[src/rtl/uart_word_rx_if.sv]
// uart_word_rx_if -- word-side bus of the UART word receiver.
//   word_out   : assembled 16-bit word, high byte received first
//   word_valid : word_out holds an unconsumed word
//   word_ready : consumer accepts word_out (handshake with word_valid)
//   frame_err  : one-cycle pulse on a rejected byte
//   overrun    : one-cycle pulse when a completed word is dropped
// Modport master is the receiver side, slave is the consumer side.
interface uart_word_rx_if;
   logic [15:0] word_out;
   logic        word_valid;
   logic        word_ready;
   logic        frame_err;
   logic        overrun;

   modport master (
      output word_out,
      output word_valid,
      output frame_err,
      output overrun,
      input  word_ready
   );

   modport slave (
      input  word_out,
      input  word_valid,
      input  frame_err,
      input  overrun,
      output word_ready
   );
endinterface

[src/rtl/uart_word_rx.sv]
// uart_word_rx -- UART receiver that pairs bytes into 16-bit words.
// Ports:
//   clk  : single clock, rising edge
//   rst  : asynchronous active-high reset
//   ce   : clock enable, all state holds while low
//   rx   : serial line, idle high, asynchronous to clk
//   bus  : uart_word_rx_if.master (word_out/word_valid/word_ready/
//          frame_err/overrun)
// Parameters: CE_PER_BIT (ce cycles per bit, 4..65535), GAP_BITS (idle bit
// periods after a high byte before the half word is dropped).
// Optional feature: define UART_WORD_RX_PARITY_EN for 8E1 framing (even
// parity bit after bit 7); otherwise 8N1.
module uart_word_rx #(
   parameter int CE_PER_BIT = 868,
   parameter int GAP_BITS   = 20
) (
   input  logic           clk,
   input  logic           rst,
   input  logic           ce,
   input  logic           rx,
   uart_word_rx_if.master bus
);

   localparam logic [15:0] HALF_BIT = 16'(CE_PER_BIT / 2);
   localparam logic [15:0] BIT_LEN  = 16'(CE_PER_BIT);
   localparam logic [23:0] GAP_LAST = 24'(GAP_BITS * CE_PER_BIT - 1);

`ifdef UART_WORD_RX_PARITY_EN
   typedef enum logic [2:0] {
      IDLE   = 3'd0,
      START  = 3'd1,
      DATA   = 3'd2,
      PARITY = 3'd3,
      STOP   = 3'd4
   } state_t;

   // High when the data bits plus the parity bit carry an odd number of ones.
   function automatic logic even_par_bad(input logic [7:0] d, input logic p);
      return ^{d, p};
   endfunction
`else
   typedef enum logic [2:0] {
      IDLE   = 3'd0,
      START  = 3'd1,
      DATA   = 3'd2,
      STOP   = 3'd4
   } state_t;
`endif

   state_t      state_q, state_d;
   logic [1:0]  sync_q;
   logic [15:0] cnt_q, cnt_d;
   logic [2:0]  bit_q, bit_d;
   logic [7:0]  shift_q, shift_d;
   logic [7:0]  high_q, high_d;
   logic        half_q, half_d;
   logic [23:0] gap_q, gap_d;
   logic [15:0] word_q, word_d;
   logic        valid_q, valid_d;
   logic        ferr_q, ferr_d;
   logic        ovr_q, ovr_d;
`ifdef UART_WORD_RX_PARITY_EN
   logic        par_err_q, par_err_d;
`endif

   logic rx_s;
   logic expire_s;
   logic consume_s;
   logic accept_s;
   logic discard_s;
   logic complete_s;

   assign rx_s      = sync_q[1];
   // Counter is reloaded on the cycle it would reach zero, so a value of 1 marks the sample point.
   assign expire_s  = (cnt_q <= 16'd1);
   assign consume_s = valid_q & bus.word_ready;

   // Register bank: synchronizer, FSM state and datapath, all gated by ce.
   always_ff @(posedge clk or posedge rst) begin
      if (rst) begin
         sync_q    <= 2'b11;
         state_q   <= IDLE;
         cnt_q     <= 16'd0;
         bit_q     <= 3'd0;
         shift_q   <= 8'd0;
         high_q    <= 8'd0;
         half_q    <= 1'b0;
         gap_q     <= 24'd0;
         word_q    <= 16'd0;
         valid_q   <= 1'b0;
         ferr_q    <= 1'b0;
         ovr_q     <= 1'b0;
`ifdef UART_WORD_RX_PARITY_EN
         par_err_q <= 1'b0;
`endif
      end else if (ce) begin
         sync_q    <= {sync_q[0], rx};
         state_q   <= state_d;
         cnt_q     <= cnt_d;
         bit_q     <= bit_d;
         shift_q   <= shift_d;
         high_q    <= high_d;
         half_q    <= half_d;
         gap_q     <= gap_d;
         word_q    <= word_d;
         valid_q   <= valid_d;
         ferr_q    <= ferr_d;
         ovr_q     <= ovr_d;
`ifdef UART_WORD_RX_PARITY_EN
         par_err_q <= par_err_d;
`endif
      end
   end

   // Next-state logic: frame FSM, byte pairing, gap timer and output word.
   always_comb begin
      state_d    = state_q;
      cnt_d      = cnt_q;
      bit_d      = bit_q;
      shift_d    = shift_q;
      high_d     = high_q;
      half_d     = half_q;
      gap_d      = gap_q;
      word_d     = word_q;
      valid_d    = valid_q;
      ferr_d     = 1'b0;
      ovr_d      = 1'b0;
      accept_s   = 1'b0;
      discard_s  = 1'b0;
      complete_s = 1'b0;
`ifdef UART_WORD_RX_PARITY_EN
      par_err_d  = par_err_q;
`endif

      case (state_q)
         IDLE: begin
            if (!rx_s) begin
               state_d = START;
               cnt_d   = HALF_BIT;
            end else begin
               state_d = IDLE;
               cnt_d   = 16'd0;
            end
         end
         START: begin
            if (expire_s) begin
               bit_d = 3'd0;
               if (!rx_s) begin
                  state_d = DATA;
                  cnt_d   = BIT_LEN;
               end else begin
                  // Start bit vanished by mid-bit: treat as a glitch.
                  state_d = IDLE;
                  cnt_d   = 16'd0;
               end
            end else begin
               cnt_d = cnt_q - 16'd1;
            end
         end
         DATA: begin
            if (expire_s) begin
               shift_d = {rx_s, shift_q[7:1]};
               cnt_d   = BIT_LEN;
               if (bit_q == 3'd7) begin
`ifdef UART_WORD_RX_PARITY_EN
                  state_d = PARITY;
`else
                  state_d = STOP;
`endif
               end else begin
                  bit_d = bit_q + 3'd1;
               end
            end else begin
               cnt_d = cnt_q - 16'd1;
            end
         end
`ifdef UART_WORD_RX_PARITY_EN
         PARITY: begin
            if (expire_s) begin
               // Verdict is held until the stop bit so both errors share one discard path.
               par_err_d = even_par_bad(shift_q, rx_s);
               cnt_d     = BIT_LEN;
               state_d   = STOP;
            end else begin
               cnt_d = cnt_q - 16'd1;
            end
         end
`endif
         STOP: begin
            if (expire_s) begin
               state_d = IDLE;
               cnt_d   = 16'd0;
`ifdef UART_WORD_RX_PARITY_EN
               if (rx_s && !par_err_q) begin
`else
               if (rx_s) begin
`endif
                  accept_s = 1'b1;
               end else begin
                  discard_s = 1'b1;
               end
            end else begin
               cnt_d = cnt_q - 16'd1;
            end
         end
         default: begin
            state_d = IDLE;
            cnt_d   = 16'd0;
         end
      endcase

      // Byte pairing: first good byte is the high half, second completes the word.
      if (discard_s) begin
         ferr_d = 1'b1;
         half_d = 1'b0;
      end else if (accept_s) begin
         if (half_q) begin
            half_d     = 1'b0;
            complete_s = 1'b1;
         end else begin
            half_d = 1'b1;
            high_d = shift_q;
         end
      end else begin
         half_d = half_q;
      end

      // Gap timer only runs while waiting in IDLE with a pending high byte.
      if ((state_q == IDLE) && (state_d == IDLE) && half_q) begin
         if (gap_q >= GAP_LAST) begin
            half_d = 1'b0;
            gap_d  = 24'd0;
         end else begin
            gap_d = gap_q + 24'd1;
         end
      end else begin
         gap_d = 24'd0;
      end

      // A consume in the same cycle frees the slot for a completing word.
      if (complete_s) begin
         if (!valid_q || consume_s) begin
            word_d  = {high_q, shift_q};
            valid_d = 1'b1;
         end else begin
            ovr_d = 1'b1;
         end
      end else if (consume_s) begin
         valid_d = 1'b0;
      end else begin
         valid_d = valid_q;
      end
   end

   assign bus.word_out   = word_q;
   assign bus.word_valid = valid_q;
   assign bus.frame_err  = ferr_q;
   assign bus.overrun    = ovr_q;

endmodule

[src/flat_wrapper.sv]
// flat-port wrapper written by rule: the top's interface ports become plain ports
module uart_word_rx_flat 
#(
   parameter int CE_PER_BIT = 868,
   parameter int GAP_BITS   = 20
)
  (clk, rst, ce, rx, bus_word_out, bus_word_valid, bus_frame_err, bus_overrun, bus_word_ready);
  uart_word_rx_if bus_i ();
  input  logic clk;
  input  logic rst;
  input  logic ce;
  input  logic rx;
  output wire logic [$bits(bus_i.word_out)-1:0] bus_word_out;
  output wire logic [$bits(bus_i.word_valid)-1:0] bus_word_valid;
  output wire logic [$bits(bus_i.frame_err)-1:0] bus_frame_err;
  output wire logic [$bits(bus_i.overrun)-1:0] bus_overrun;
  input wire logic [$bits(bus_i.word_ready)-1:0] bus_word_ready;
  assign bus_word_out = bus_i.word_out;
  assign bus_word_valid = bus_i.word_valid;
  assign bus_frame_err = bus_i.frame_err;
  assign bus_overrun = bus_i.overrun;
  assign bus_i.word_ready = bus_word_ready;
  uart_word_rx #(.CE_PER_BIT(CE_PER_BIT), .GAP_BITS(GAP_BITS)) u_core (.clk(clk), .rst(rst), .ce(ce), .rx(rx), .bus(bus_i));
endmodule
[config.mk]
export PLATFORM = sky130hd
export DESIGN_NAME = uart_word_rx_flat
export DESIGN_NICKNAME = d
export VERILOG_FILES = /design/src/rtl/uart_word_rx_if.sv /design/src/rtl/uart_word_rx.sv /design/src/flat_wrapper.sv
export SDC_FILE = /design/constraint.sdc
export NUM_CORES = 1
export LEC_CHECK = 0
export ABC_AREA = 1
export BUFFER_PORTS_ARGS = -buffer_cell sky130_fd_sc_hd__buf_2
export CORE_ASPECT_RATIO = 1.1
export CORE_MARGIN = 5
export CORE_UTILIZATION = 60
export DETAILED_ROUTE_END_ITERATION = 6
export GPL_TIMING_DRIVEN = 0
export MAX_ROUTING_LAYER = met4
export PLACE_DENSITY = 0.87
export SYNTH_ARGS = -nofsm -noshare
export SYNTH_HDL_FRONTEND = slang
export SYNTH_SLANG_ARGS = --single-unit
[constraint.sdc]
create_clock -name clk -period 3.2 [get_ports clk]
set_input_delay 0.16 -clock clk [delete_from_list [all_inputs] [get_ports clk]]
set_output_delay 0.16 -clock clk [all_outputs]
set_load 0.01 [all_outputs]
* Yosys cells after proc, flatten, opt, wreduce, memory -nomap -nowiden *
Cells that the tools add are included.

word-level totals
  register bits after elaboration = 84
  input bits = 5
  word-level logic and storage cells = 80

operators by class
  add/subtract/negate cells = 3
  order comparisons = 2
  equality and inequality tests = 8
  multiplexer cells = 39
  bitwise operators = 3
  reductions and logical operators = 13

operator list
  kind                                                                                   number
  16-bit one-hot mux with 4 select lines                                                 1
  16-bit two-way mux                                                                     3
  24-bit two-way mux                                                                     2
  24-bit by 1-bit adder with 24-bit output, second input constant                        1
  24-bit by 15-bit greater-or-equal comparator with 1-bit output, second input constant  1
  1-bit two-way mux                                                                      21
  3-bit two-way mux                                                                      7
  16-bit by 1-bit less-or-equal comparator with 1-bit output, second input constant      1
  16-bit by 1-bit subtractor with 16-bit output, second input constant                   1
  3-bit one-hot mux with 4 select lines                                                  1
  10-bit two-way mux                                                                     1
  9-bit two-way mux                                                                      1
  3-bit AND reduction                                                                    3
  3-bit == test, second input constant                                                   2
  3-bit zero test                                                                        2
  3-bit one-hot mux with 2 select lines                                                  1
  5-bit AND reduction                                                                    1
  2-bit by 1-bit inequality test with 1-bit output, second input constant                2
  2-bit inequality test, second input constant                                           2
  4-bit AND reduction                                                                    1
  2-bit nonzero test                                                                     2
  3-bit by 1-bit adder with 3-bit output, second input constant                          1
  3-bit by 1-bit == test with 1-bit output, second input constant                        1
  3-bit by 2-bit == test with 1-bit output, second input constant                        1
  6 further kinds                                                                        8

* Longest topological paths before layout *
Gate-level depths: netlist of the first run.

  depth after elaboration = 8
  mapped depth = 13
  gate-level depth less buffers = 13

* Worst setup path before layout of the first run *
OpenSTA, ideal clock, no wires.

  path kind = reg2reg
  from = register u_core.cnt_q[0]
  to = register u_core.word_q[0] (netlist: u_core.bus.word_out[0])
  arrival = 1.817 ns
  required time = 3.079 ns
  setup slack = 1.262 ns
  stages on the path, launching flop included = 14
  path buffers = 1
  clock period less this slack = 1.938 ns
  cell sequence = dfrtp_1 -> inv_1 -> ha_1 -> inv_1 -> nand2_1 -> nand2_1 -> nor2_4 -> nand3_2 -> nor2_1 -> ha_1 -> nand3_1 -> buf_4 -> nand2_1 -> o21ai_1

on the way
  cells in the longest elaborated chain, start to end = 6
  elaborated cells on any way between the ends = 8
  classes of those cells = order compare (1); mux (6); reduce/logical (1)

ends and longest elaborated chain
  item                                                          line                 text
  start: declaration                                            uart_word_rx.sv:52   logic [15:0] cnt_q, cnt_d;
  start signal: assignment                                      uart_word_rx.sv:99   cnt_q <= cnt_d;
  16-bit by 1-bit less-or-equal comparator with 1-bit output *  uart_word_rx.sv:75   assign expire_s = (cnt_q <= 16'd1);
  1-bit two-way mux                                             uart_word_rx.sv:190  if (expire_s) begin
  1-bit two-way mux                                             uart_word_rx.sv:135  case (state_q)
  1-bit two-way mux                                             uart_word_rx.sv:216  end else if (accept_s) begin
  1-bit two-way mux *                                           uart_word_rx.sv:213  if (discard_s) begin
  3-bit AND reduction (no line) *                               n/a
  end signal: assignment                                        uart_word_rx.sv:105  word_q <= word_d;
  end: declaration                                              uart_word_rx.sv:58   logic [15:0] word_q, word_d;

Mark *: on every way between the ends. The rest lies on a longest branch, timed or not.
A chain may end at the register's enable or synchronous reset.

* Worst setup path in the final report of the first run *
  from = register u_core.cnt_q[0]
  to = register u_core.word_q[6] (netlist: u_core.bus.word_out[6])

The elaborated chain is that of the path after synthesis.

==> summary.txt, run 1 <==
Critical path
  • Critical Path RT: 3480 ps
  • Arr. time, crit path: 2520 ps
  • Worst Path Max Fanout: 10
  • Critical R2R Launch: u_core.cnt_q[0]$_DFFE_PP0P_
  • WS Path Type: reg -> reg
  • Reg2reg path depth: 12
  • Element type at the critical path start: register
  • Nature of the critical path endpoint: register
  • R2r endpoint: u_core.bus.word_out[6]$_DFFE_PP0P_
  • FF-to-FF setup slack: approximately 960 ps

Global routing
  • GRT Total Usage: 0.200
  • Initial antenna violation count: 0
  • Largest net degree at the start of global routing: 70
  • First-pass GRT wire length: 14,500 µm
  • Vias in the first global route: 3,307
  • Total global routing overflow: 0

Floorplanning
  • Standard-cell rows: 32
  • Die Area: between 8000 and 9000 µm²
  • Initial Utilization: 0.614
  • Die Y: roughly 99 µm
  • Die width: 90.5 µm
  • Core region area: ~7000 µm²
  • Ports: 24

Clock network
  • CTS Sinks: 84
  • Clock latency on the worst-skew pair: roughly 360 ps
  • Clock Tree Buf Depth: 2
  • Clock input transition at the sequential cells of the worst setup and hold paths: ~80 ps
  • Post-CTS sizing: 0
  • CTS Buf Count: 9
  • # Post-CTS Setup Buffers: 0
  • H-tree Lvls: 3
  • Root Driver: clkbuf_8
  • CTS tree: yes
  • Hold_buf cts: 2

Finish
  • Diode count: 0
  • Nets: 592
  • Layout cell share with drive strength beyond 1: 0.123
  • Commonest non-fill, non-tap cell in the layout: nand2_1
  • Most frequent cells in the layout: 169 x nand2_1, 82 x dfrtp_1, 65 x inv_1
  • Util after Layout: 0.679
  • Layout Area Growth over Synthesis: 10.5%

STA
  • Worst clock skew: 10.5 ps
  • RSZ-0062 raised after global routing: false
  • Setup_tns: 0 ps
  • Tmin final: 2240 ps
  • Fin. Hold Viols: 0
  • Slew headroom: 0.658
  • Achievable frequency: ~450 MHz
  • Final max-slew violation count: 0
  • Worst Tran Pin Value: 512 ps
  • Crit share post-route: 0.699
  • # setup viols final: 0

Hold path
  • Worst hold path class: in -> reg
  • WHS Endpoint: u_core.bus.overrun$_DFFE_PP0P_
  • Hold path start: bus_word_ready
  • Worst Hold Path Cells: 4

Routing
  • First drt pass iteration count: 4
  • DR iter-0 viols: 200
  • Routed Antenna Nets: 0
  • # DRC: 0
  • Post-DR wirelength/cell: 12.2 µm
  • Drt via density: 5.20
  • Vias: about 3,500
  • Final wirelength: 8190 µm

Synth
  • Mapped Area: approximately 4300 µm²
  • Sequential share of the synthesized area: 0.492
  • #FFs+latches synth: 84
  • Avg Cell Area, Syn: between 7 and 8 µm²
  • Mapped Nets: 556
  • Syn Inst Count: 545
  • Post-synth cell types: 32
  • Total of warnings raised by yosys: 0

Power
  • Seq pwr share: 0.436
  • Power Dens Cells: 680 nW/µm²
  • Sw Ratio: 0.403
  • Leak: 2.51 nW
  • Switch Pwr: approximately 1.3 mW
  • Pint: 1.92 mW
  • Clock share of power: 0.216
  • Maximum vdd drop: between 0.0005 and 0.0006 V
  • Combinational Power Share: 0.348

Flow run
  • Maxcap violations: 0

Placed design
  • RD Place Congestion: 0.896
  • DP HPWL: 6110 µm
  • PortBufs: 22

Outcome
  • Outcome: completed
[metal layers]
| metal | share of wire | up-vias | global-route usage |
|---|---|---|---|
| li1 | - | 1761 | - |
| met1 | 0.45 | 1646 | 0.255 |
| met2 | 0.49 | 71 | 0.324 |
| met3 | 0.048 | 12 | 0.0382 |
| met4 | 0.014 | 0 | 0.0596 |
| met5 | 0 | - | - |
[worst max-delay path by stage]
| stage | from | to | slack (ps) | cells after the start |
|---|---|---|---|---|
| floorplan | rst | u_core.bit_q[0]$_DFFE_PP0P_ | 880 | 1 |
| global placement | rst | u_core.gap_q[7]$_DFFE_PP0P_ | 50 | 2 |
| detailed placement | u_core.cnt_q[0]$_DFFE_PP0P_ | u_core.bus.word_out[10]$_DFFE_PP0P_ | 990 | 13 |
| CTS | u_core.cnt_q[0]$_DFFE_PP0P_ | u_core.bus.word_out[6]$_DFFE_PP0P_ | 960 | 12 |
| global route | u_core.cnt_q[0]$_DFFE_PP0P_ | u_core.bus.word_out[8]$_DFFE_PP0P_ | 760 | 13 |
| finish | u_core.cnt_q[0]$_DFFE_PP0P_ | u_core.bus.word_out[6]$_DFFE_PP0P_ | 960 | 12 |
[through the flow]
stage	power (mW)	std cells	area, µm²	setup WS (ps)	hold WS (ps)
final	3.22	671	4730	962	101
after global routing	3.45	671	4730	757	134
after CTS	3.23	671	4730	956	84.1
after detailed placement	2.52	653	4530	988	109
after global placement	2.46	652	4500	53.5	379
after floorplan	2.29	545	4280	878	256
[critical path, stage by stage, from the launching register on]
cell and delay (ps):
dfrtp_1 400, inv_1 140, ha_1 260, inv_1 60, nand2_1 60, nand2_1 80
nor2_4 170, nand3_2 150, nor2_1 120, ha_1 170, nand3_1 180, buf_2 250
o21ai_1 140
[area by class of cell]
cell class	count	area, µm²
plain buffers	14	75.1
clock buffers	9	124
clock inverters	7	58.8
fillers	568	2240
inverters	70	265
multi-input cells	377	1840
flip-flops and latches	84	2100
well taps	85	106
repair buffers	25	158
[power groups by stage]
stage	registers [mW]	logic [mW]	clock network (mW)
floorplan	1.38	0.909	0
global placement	1.41	1.05	0
detailed placement	1.42	1.10	0
CTS	1.40	1.12	0.716
global route	1.43	1.26	0.761
finish	1.40	1.12	0.695
[cell families (layout without fill, tap and decap cells)]
logic type      count (synthesis)  after routing  share of synthesized area
compound gates                 47             47                     0.0570
xor+xnor                       24             24                     0.0491
fa+ha+maj                       6              6                     0.0175
buf+inv                        84            125                     0.0789
flops                          84             84                      0.492
simple gates                  300            300                      0.306
[flip-flops by register name, summed over array words and instances (netlist names), 2 cells and up]
signal               count
u_core.sync_q            2
u_core.high_q            8
u_core.bus.word_out     16
u_core.bit_q             3
u_core.shift_q           8
u_core.state_q           3
u_core.gap_q            24
u_core.cnt_q            16
[cells in the mapped netlist (all sizes together)]
master	n	area, µm²
dfrtp	82	2050
nor3b	1	7.51
xnor2	6	52.6
and2	1	6.26
clkbuf	6	22.5
and3	1	6.26
nor3	3	37.5
buf	8	52.5
ha	6	75.1
nand3	38	200
nand4	8	50.1
nand2	173	664
dfstp	2	52.6
inv	70	263
a21oi	5	25.0
o21ai	39	195
o2111ai	1	8.76
o21bai	2	15.0
xor2	18	158
nand3b	3	22.5
nor2	72	313
No activity file was read; power rests on OpenSTA's default activity.
==> inputs of run 2 (changes only) <==
clock period = 2.1 ns   (was 3.2 ns; I/O delays follow)
==> run 2 against run 1 <==
Routed wire length rose by 8.4%. Fmax up 13%. Sequential power is 54% higher. Utilization increased by 1.5 points. Flip-flop and latch count unchanged. Die area stayed put. Cell area is 2.2% higher. Worst hold slack worse by 60 ps. Register-to-register slack got worse by 850 ps. Count of clock-buffer cells in the layout stayed put. Global-route usage up 1.5 points. Critical path depth rose by 1. Critical endpoint is now u_core.bus.word_out[9]$_DFFE_PP0P_. Largest cell class unchanged.
==> summary.txt, run 2 (synthesized netlist as in run 1, its figures left out) <==
Power
  • Sw Ratio: 0.413
  • Pint: 2.99 mW
  • Combinational Power Share: 0.356
  • Clock share of power: 0.221
  • Total Power: around 5.1 mW
  • Seq pwr share: 0.422
  • Leak: 2.54 nW
  • Switch Pwr: 2.10 mW
  • Power Dens Cells: between 1000 and 1500 nW/µm²
  • Maximum vdd drop: 0.000937 V

Critical path
  • CP bufs+invs: 3
  • Cells along the critical path: inv_2 > ha_4 > inv_1 > nand2_1 > nand2_1 > nor2_4 > nand3_4 > nor2_1 > ha_2 > nand3_4 > buf_6 > nand2_1 > o21ai_1
  • Nature of the critical path endpoint: register
  • CP max stage delay: 410 ps
  • Critical Path RT: 2360 ps
  • CP max stage cell: dfrtp_1
  • Element type at the critical path start: register
  • WS Path Type: reg -> reg
  • CP top delay family: simple AND/OR/NAND/NOR gates
  • Most frequent cell on the critical path: nand2_1
  • Arr. time, crit path: 2240 ps
  • Worst Path Max Fanout: 10

Floorplanning
  • Standard-cell rows: 32
  • Initial Utilization: 0.614
  • Die Area: just under 9000 µm²
  • Die Y: between 90 and 100 µm
  • Core region area: 6970 µm²
  • Die width: 90.5 µm
  • Ports: 24

Finish
  • Diode count: 0
  • Max reg flops: 24
  • Layout Area Growth over Synthesis: 13.0%
  • Register with the most flip-flops: u_core.gap_q
  • Commonest non-fill, non-tap cell in the layout: nand2_1
  • Layout cell share with drive strength beyond 1: 0.139
  • Util after Layout: 0.694
  • Nets: 596
  • Most frequent cells in the layout: 169 x nand2_1, 82 x dfrtp_1, 63 x inv_1

Placed design
  • DP HPWL: 6220 µm
  • RD Place Congestion: 0.907
  • Worst slack, placed: -118 ps
  • PortBufs: 22

Clock network
  • H-tree Lvls: 3
  • CTS Sinks: 84
  • Clock input transition at the sequential cells of the worst setup and hold paths: 100 ps
  • Clock Tree Buf Depth: 2
  • CTS Buf Count: 9
  • Root Driver: clkbuf_8
  • CTS tree: yes
  • Clock latency on the worst-skew pair: 360 ps

STA
  • Crit share post-route: 0.944
  • Setup_tns: 0 ps
  • PnR worst setup slack: 117 ps
  • Worst clock skew: between 10 and 15 ps
  • Fin. Hold Viols: 0
  • Achievable frequency: 504 MHz
  • # setup viols final: 0
  • Hold slack: 41.1 ps
  • Slew headroom: 0.407
  • Tmin final: 1980 ps
  • Final max-slew violation count: 0
  • Worst Tran Pin Value: roughly 900 ps

Global routing
  • GRT Total Usage: 0.215
  • Total global routing overflow: 0
  • Initial antenna violation count: 0
  • Vias in the first global route: 3,533
  • Largest net degree at the start of global routing: 45
  • First-pass GRT wire length: 15,500 µm

Routing
  • First drt pass iteration count: 6
  • DR iter-0 viols: 229
  • Final wirelength: 8880 µm
  • Drt via density: 5.35
  • Routed Antenna Nets: 0
  • # DRC: 0
  • Vias: 3,610
  • Post-DR wirelength/cell: 13.2 µm

Outcome
  • Outcome: completed

Hold path
  • Worst hold path class: in -> reg

Flow run
  • Maxcap violations: 0
-- run 2: layer usage --
metal / wire length [µm] / vias to the layer above / share of wire / track usage
li1: - / 1775 / - / -
met1: 3840 / 1715 / 0.43 / 0.260
met2: 4400 / 105 / 0.50 / 0.349
met3: 511 / 15 / 0.058 / 0.0550
met4: 129 / 0 / 0.015 / 0.0779
met5: 0 / - / 0 / -
-- run 2: power by group through the flow --
stage	Clock, mW	Combinational (mW)	Sequential, mW
after detailed placement	0	1.68	2.16
final	1.13	1.82	2.15
after global routing	1.22	2.03	2.19
after floorplan	0	1.39	2.10
after CTS	1.14	1.76	2.14
after global placement	0	1.60	2.15
-- run 2: layout make-up --
type | instances | area [µm²]
repair buffers | 29 | 180
well taps | 85 | 106
inverters | 70 | 267
plain buffers | 14 | 92.6
clock buffers | 9 | 124
fillers | 532 | 2130
flip-flops and latches | 84 | 2100
multi-input cells | 377 | 1890
clock inverters | 7 | 71.3
-- run 2: worst paths after layout --
| check | startpoint | endpoint | slack, ps | cells past startpoint |
|---|---|---|---|---|
| worst max register to register | u_core.cnt_q[0]$_DFFE_PP0P_ | u_core.bus.word_out[9]$_DFFE_PP0P_ | 120 | 13 |
| worst min register to register | u_core.sync_q[0]$_DFFE_PP1P_ | u_core.sync_q[0]$_DFFE_PP1P_ | 470 | 2 |
| max in group asynchronous | rst | u_core.gap_q[3]$_DFFE_PP0P_ | 940 | 4 |
| min in group asynchronous | rst | u_core.cnt_q[0]$_DFFE_PP0P_ | 450 | 3 |
| worst max-delay path | u_core.cnt_q[0]$_DFFE_PP0P_ | u_core.bus.word_out[9]$_DFFE_PP0P_ | 120 | 13 |
| worst min-delay path | bus_word_ready | u_core.bus.overrun$_DFFE_PP0P_ | 40 | 4 |
-- run 2: worst register-to-register path, stage by stage, from the launching register on --
cell,delay (ps)
dfrtp_1,410
inv_2,110
ha_4,170
inv_1,50
nand2_1,50
nand2_1,70
nor2_4,150
nand3_4,120
nor2_1,130
ha_2,210
nand3_4,110
buf_6,170
nand2_1,60
o21ai_1,60
-- run 2: what timing repair did --
action | in CTS | in global routing
setup buffers | 1 | 3
endpoints found under the hold margin | 39 | 0
setup endpoints to repair | 21 | 54
hold buffers | 2 | 0
gates resized for setup | 3 | 15
pin swaps | 1 | 2
-- run 2: metrics by stage --
stage          cell area [µm²]  cells
2_1_floorplan             4280    545
3_3_place_gp              4500    652
3_5_place_dp              4520    653
4_1_cts                   4760    672
5_1_grt                   4830    675
6_report                  4830    675
==> inputs of run 3 (changes only) <==
ABC_AREA = not set   (was 1)
==> run 3 against run 2 <==
The run now ends with negative setup slack left. Area after synthesis is 3.9% lower. Non-clock buffer count rose by 55. Global-route usage grew 4.8 points. First-iteration DRC count grew 130%. Critical endpoint is now u_core.bus.word_out[14]$_DFFE_PP0P_. Cell count is 17% lower. Critical path type unchanged. Die area is 3.5% lower.
==> summary.txt, run 3 <==
Global routing
  • Largest net degree at the start of global routing: 38
  • Initial antenna violation count: 0
  • GRT Total Usage: 0.263
  • First-pass GRT wire length: 17,300 µm
  • Total global routing overflow: 0
  • Vias in the first global route: ~3,600

Synth
  • #FFs+latches synth: 84
  • Sequential share of the synthesized area: 0.512
  • Mapped Area: 4110 µm²
  • Adder-cell area share of the yosys netlist: 0.0183
  • Total of warnings raised by yosys: 0
  • Synth Area in Simple Gates: 0.182
  • Avg Cell Area, Syn: 10.9 µm²
  • Post-synth cell types: 56
  • Syn Inst Count: 376
  • Synth Area in Compound Gates: 0.121
  • Cell taking the most area after synthesis: dfrtp_1
  • Ranking of synthesized cells by area: dfrtp_1 50%, mux2_2 6.8%, mux2_4 3.7%
  • Count leader, synth: dfrtp_1
  • Most instantiated cells after synthesis: 82 x dfrtp_1, 27 x nand2_1, 25 x mux2_2
  • EDFF count, synth: 0
  • Mapped Nets: 387
  • Post-synthesis mux area share: 0.115
  • Post-Synth XOR/XNOR Area: 0.0149
  • Main combinational cell family by area after synthesis: simple AND/OR/NAND/NOR gates
  • Main flop type after synthesis: dfrtp_1
  • Async set-reset flop share out of synthesis: 1.00
  • Yosys top cell area share: 0.499

Routing
  • Routed Antenna Nets: 0
  • Vias: a little under 4,000
  • First drt pass iteration count: 6
  • DR iter-0 viols: 520
  • Drt via density: 7.04
  • Post-DR wirelength/cell: ~24 µm
  • Final wirelength: 13,500 µm
  • # DRC: 0

Finish
  • Commonest non-fill, non-tap cell in the layout: dfrtp_1
  • Max reg flops: 24
  • Register area: 2110 µm²
  • FILL cells: about 280
  • Most frequent cells in the layout: 77 x dfrtp_1, 39 x buf_4, 24 x nand2_1
  • Diode count: 0
  • Multi-input gate area in the final layout: approximately 2300 µm²
  • Register with the most flip-flops: u_core.gap_q
  • Final Cell Area: 5500 µm²
  • Layout cell share with drive strength beyond 1: 0.419
  • Layout Area Growth over Synthesis: 33.6%
  • Nets: 481

Hold path
  • Worst hold path class: in -> reg
  • Hold path start: bus_word_ready
  • WHS Endpoint: u_core.bus.overrun$_DFFE_PP0P_
  • Worst Hold Path Cells: 3

STA
  • Crit share post-route: 1.25
  • Slew headroom: 0.519
  • Fin. Hold Viols: 0
  • Tmin final: 2620 ps
  • Worst Tran Pin Value: 716 ps
  • Hold slack: 88.4 ps
  • Final max-slew violation count: 0
  • PnR worst setup slack: -516 ps
  • # setup viols final: 56
  • RSZ-0062 raised after global routing: true
  • Achievable frequency: approximately 380 MHz
  • Worst clock skew: ~18 ps

Clock network
  • CTS Sinks: 84
  • CTS tree: yes
  • Clock Tree Buf Depth: 2
  • CTS Buf Count: 9
  • H-tree Lvls: 3
  • Root Driver: clkbuf_8
  • Clock input transition at the sequential cells of the worst setup and hold paths: 100 ps
  • Clock latency on the worst-skew pair: between 300 and 400 ps

Floorplanning
  • Ports: 24
  • Core region area: approximately 6600 µm²
  • Initial Utilization: 0.620
  • Standard-cell rows: 31
  • Die Area: 8610 µm²
  • Die Y: ~97 µm
  • Die width: 88.9 µm

Power
  • Maximum vdd drop: 0.000786 V
  • Power Dens Cells: 1060 nW/µm²
  • Leak: 2.55 nW
  • Total Power: 5.81 mW

Critical path
  • Reg2reg path depth: 9
  • Worst Path Max Fanout: 5
  • FF-to-FF setup slack: -520 ps
  • Critical Path RT: approximately 2400 ps
  • Nature of the critical path endpoint: register
  • Element type at the critical path start: register
  • Arr. time, crit path: between 2000 and 3000 ps
  • R2r endpoint: u_core.bus.word_out[14]$_DFFE_PP0P_
  • Critical R2R Launch: u_core.cnt_q[14]$_DFFE_PP0P_
  • WS Path Type: reg -> reg

Placed design
  • DP HPWL: 6080 µm
  • Placed Area: between 4000 and 5000 µm²
  • PortBufs: 23
  • RD Place Congestion: 0.933

Outcome
  • Outcome: complete, but fails checks
  • Failing checks: negative setup slack

Flow run
  • Maxcap violations: 0
run 3: cell count changes after synthesis, moves of 10 or more:
| cell | delta |
|---|---|
| o21ai_0 | +10 |
| nor2b_1 | +15 |
| xor2_1 | -15 |
| nand2_1 | -142 |
| o21ai_1 | -24 |
| mux2_4 | +10 |
| mux2_2 | +25 |
| nand3_1 | -30 |
| inv_1 | -48 |
| nor2_1 | -41 |
run 3: worst max-delay path by stage:
| stage | start | to | cells after the start |
|---|---|---|---|
| after floorplan | u_core.cnt_q[7]$_DFFE_PP0P_ | u_core.bus.word_out[0]$_DFFE_PP0P_ | 9 |
| after detailed placement | u_core.cnt_q[7]$_DFFE_PP0P_ | u_core.bus.word_out[3]$_DFFE_PP0P_ | 9 |
| after CTS | u_core.cnt_q[12]$_DFFE_PP0P_ | u_core.bus.word_out[5]$_DFFE_PP0P_ | 8 |
| after global routing | u_core.cnt_q[15]$_DFFE_PP0P_ | u_core.bus.word_out[6]$_DFFE_PP0P_ | 9 |
| after global placement | u_core.cnt_q[7]$_DFFE_PP0P_ | u_core.bus.word_out[15]$_DFFE_PP0P_ | 9 |
| final | u_core.cnt_q[14]$_DFFE_PP0P_ | u_core.bus.word_out[14]$_DFFE_PP0P_ | 9 |
run 3: critical path, stage by stage, from the launching register on:
cell and delay (ps):
dfrtp_1 450, nor4_4 350, nand4_1 220, nor3_2 220, ha_2 220, o41a_1 220
and3_1 230, buf_6 160, clkbuf_16 150, mux2_4 290
run 3: cells by family (layout without fill, tap and decap cells):
family	Yosys count	count (layout)
flops	84	84
mux	39	39
fa+ha+maj	6	6
simple gates	131	132
buf+inv	34	132
xor+xnor	7	7
compound gates	75	75
run 3: per-layer routing:
| metal | GRT usage | up-vias | routed length [µm] |
|---|---|---|---|
| met2 | 0.431 | 386 | 6240 |
| met4 | 0.108 | 0 | 1140 |
| met5 | - | - | 0 |
| met3 | 0.0569 | 149 | 1400 |
| met1 | 0.309 | 1836 | 4710 |
| li1 | - | 1553 | - |
run 3: layout make-up:
type,instances,area share
multi-input cells,259,0.410
flip-flops and latches,84,0.384
repair buffers,84,0.126
clock buffers,11,0.0239
well taps,82,0.0187
plain buffers,14,0.0173
inverters,18,0.0130
clock inverters,5,0.00683
run 3: stage by stage:
| stage | TNS, ps | std cells | util | setup slack (ps) |
|---|---|---|---|---|
| global route | -16140 | 557 | 0.829 | -535 |
| CTS | -6520 | 535 | 0.768 | -278 |
| detailed placement | -17340 | 483 | 0.669 | -624 |
| floorplan | -3680 | 376 | - | -243 |
| global placement | -13560 | 481 | 0.663 | -559 |
| finish | -13620 | 557 | 0.829 | -516 |
run 3: where the power goes:
group | switching [mW] | leakage, nW | internal (mW)
Sequential | 0.263 | 1.14 | 1.81
Combinational | 1.36 | 1.33 | 1.30
Clock | 0.633 | 0.0799 | 0.435
run 3: what timing repair did:
action / 4_1_cts / 5_1_grt
hold buffers: 2 / 0
resized for setup: 48 / 54
hold endpoints to repair: 23 / 0
gates cloned: 1 / 1
buffers inserted: 34 / 23
endpoints found under the setup margin: 58 / 68
pin swaps: 16 / 27
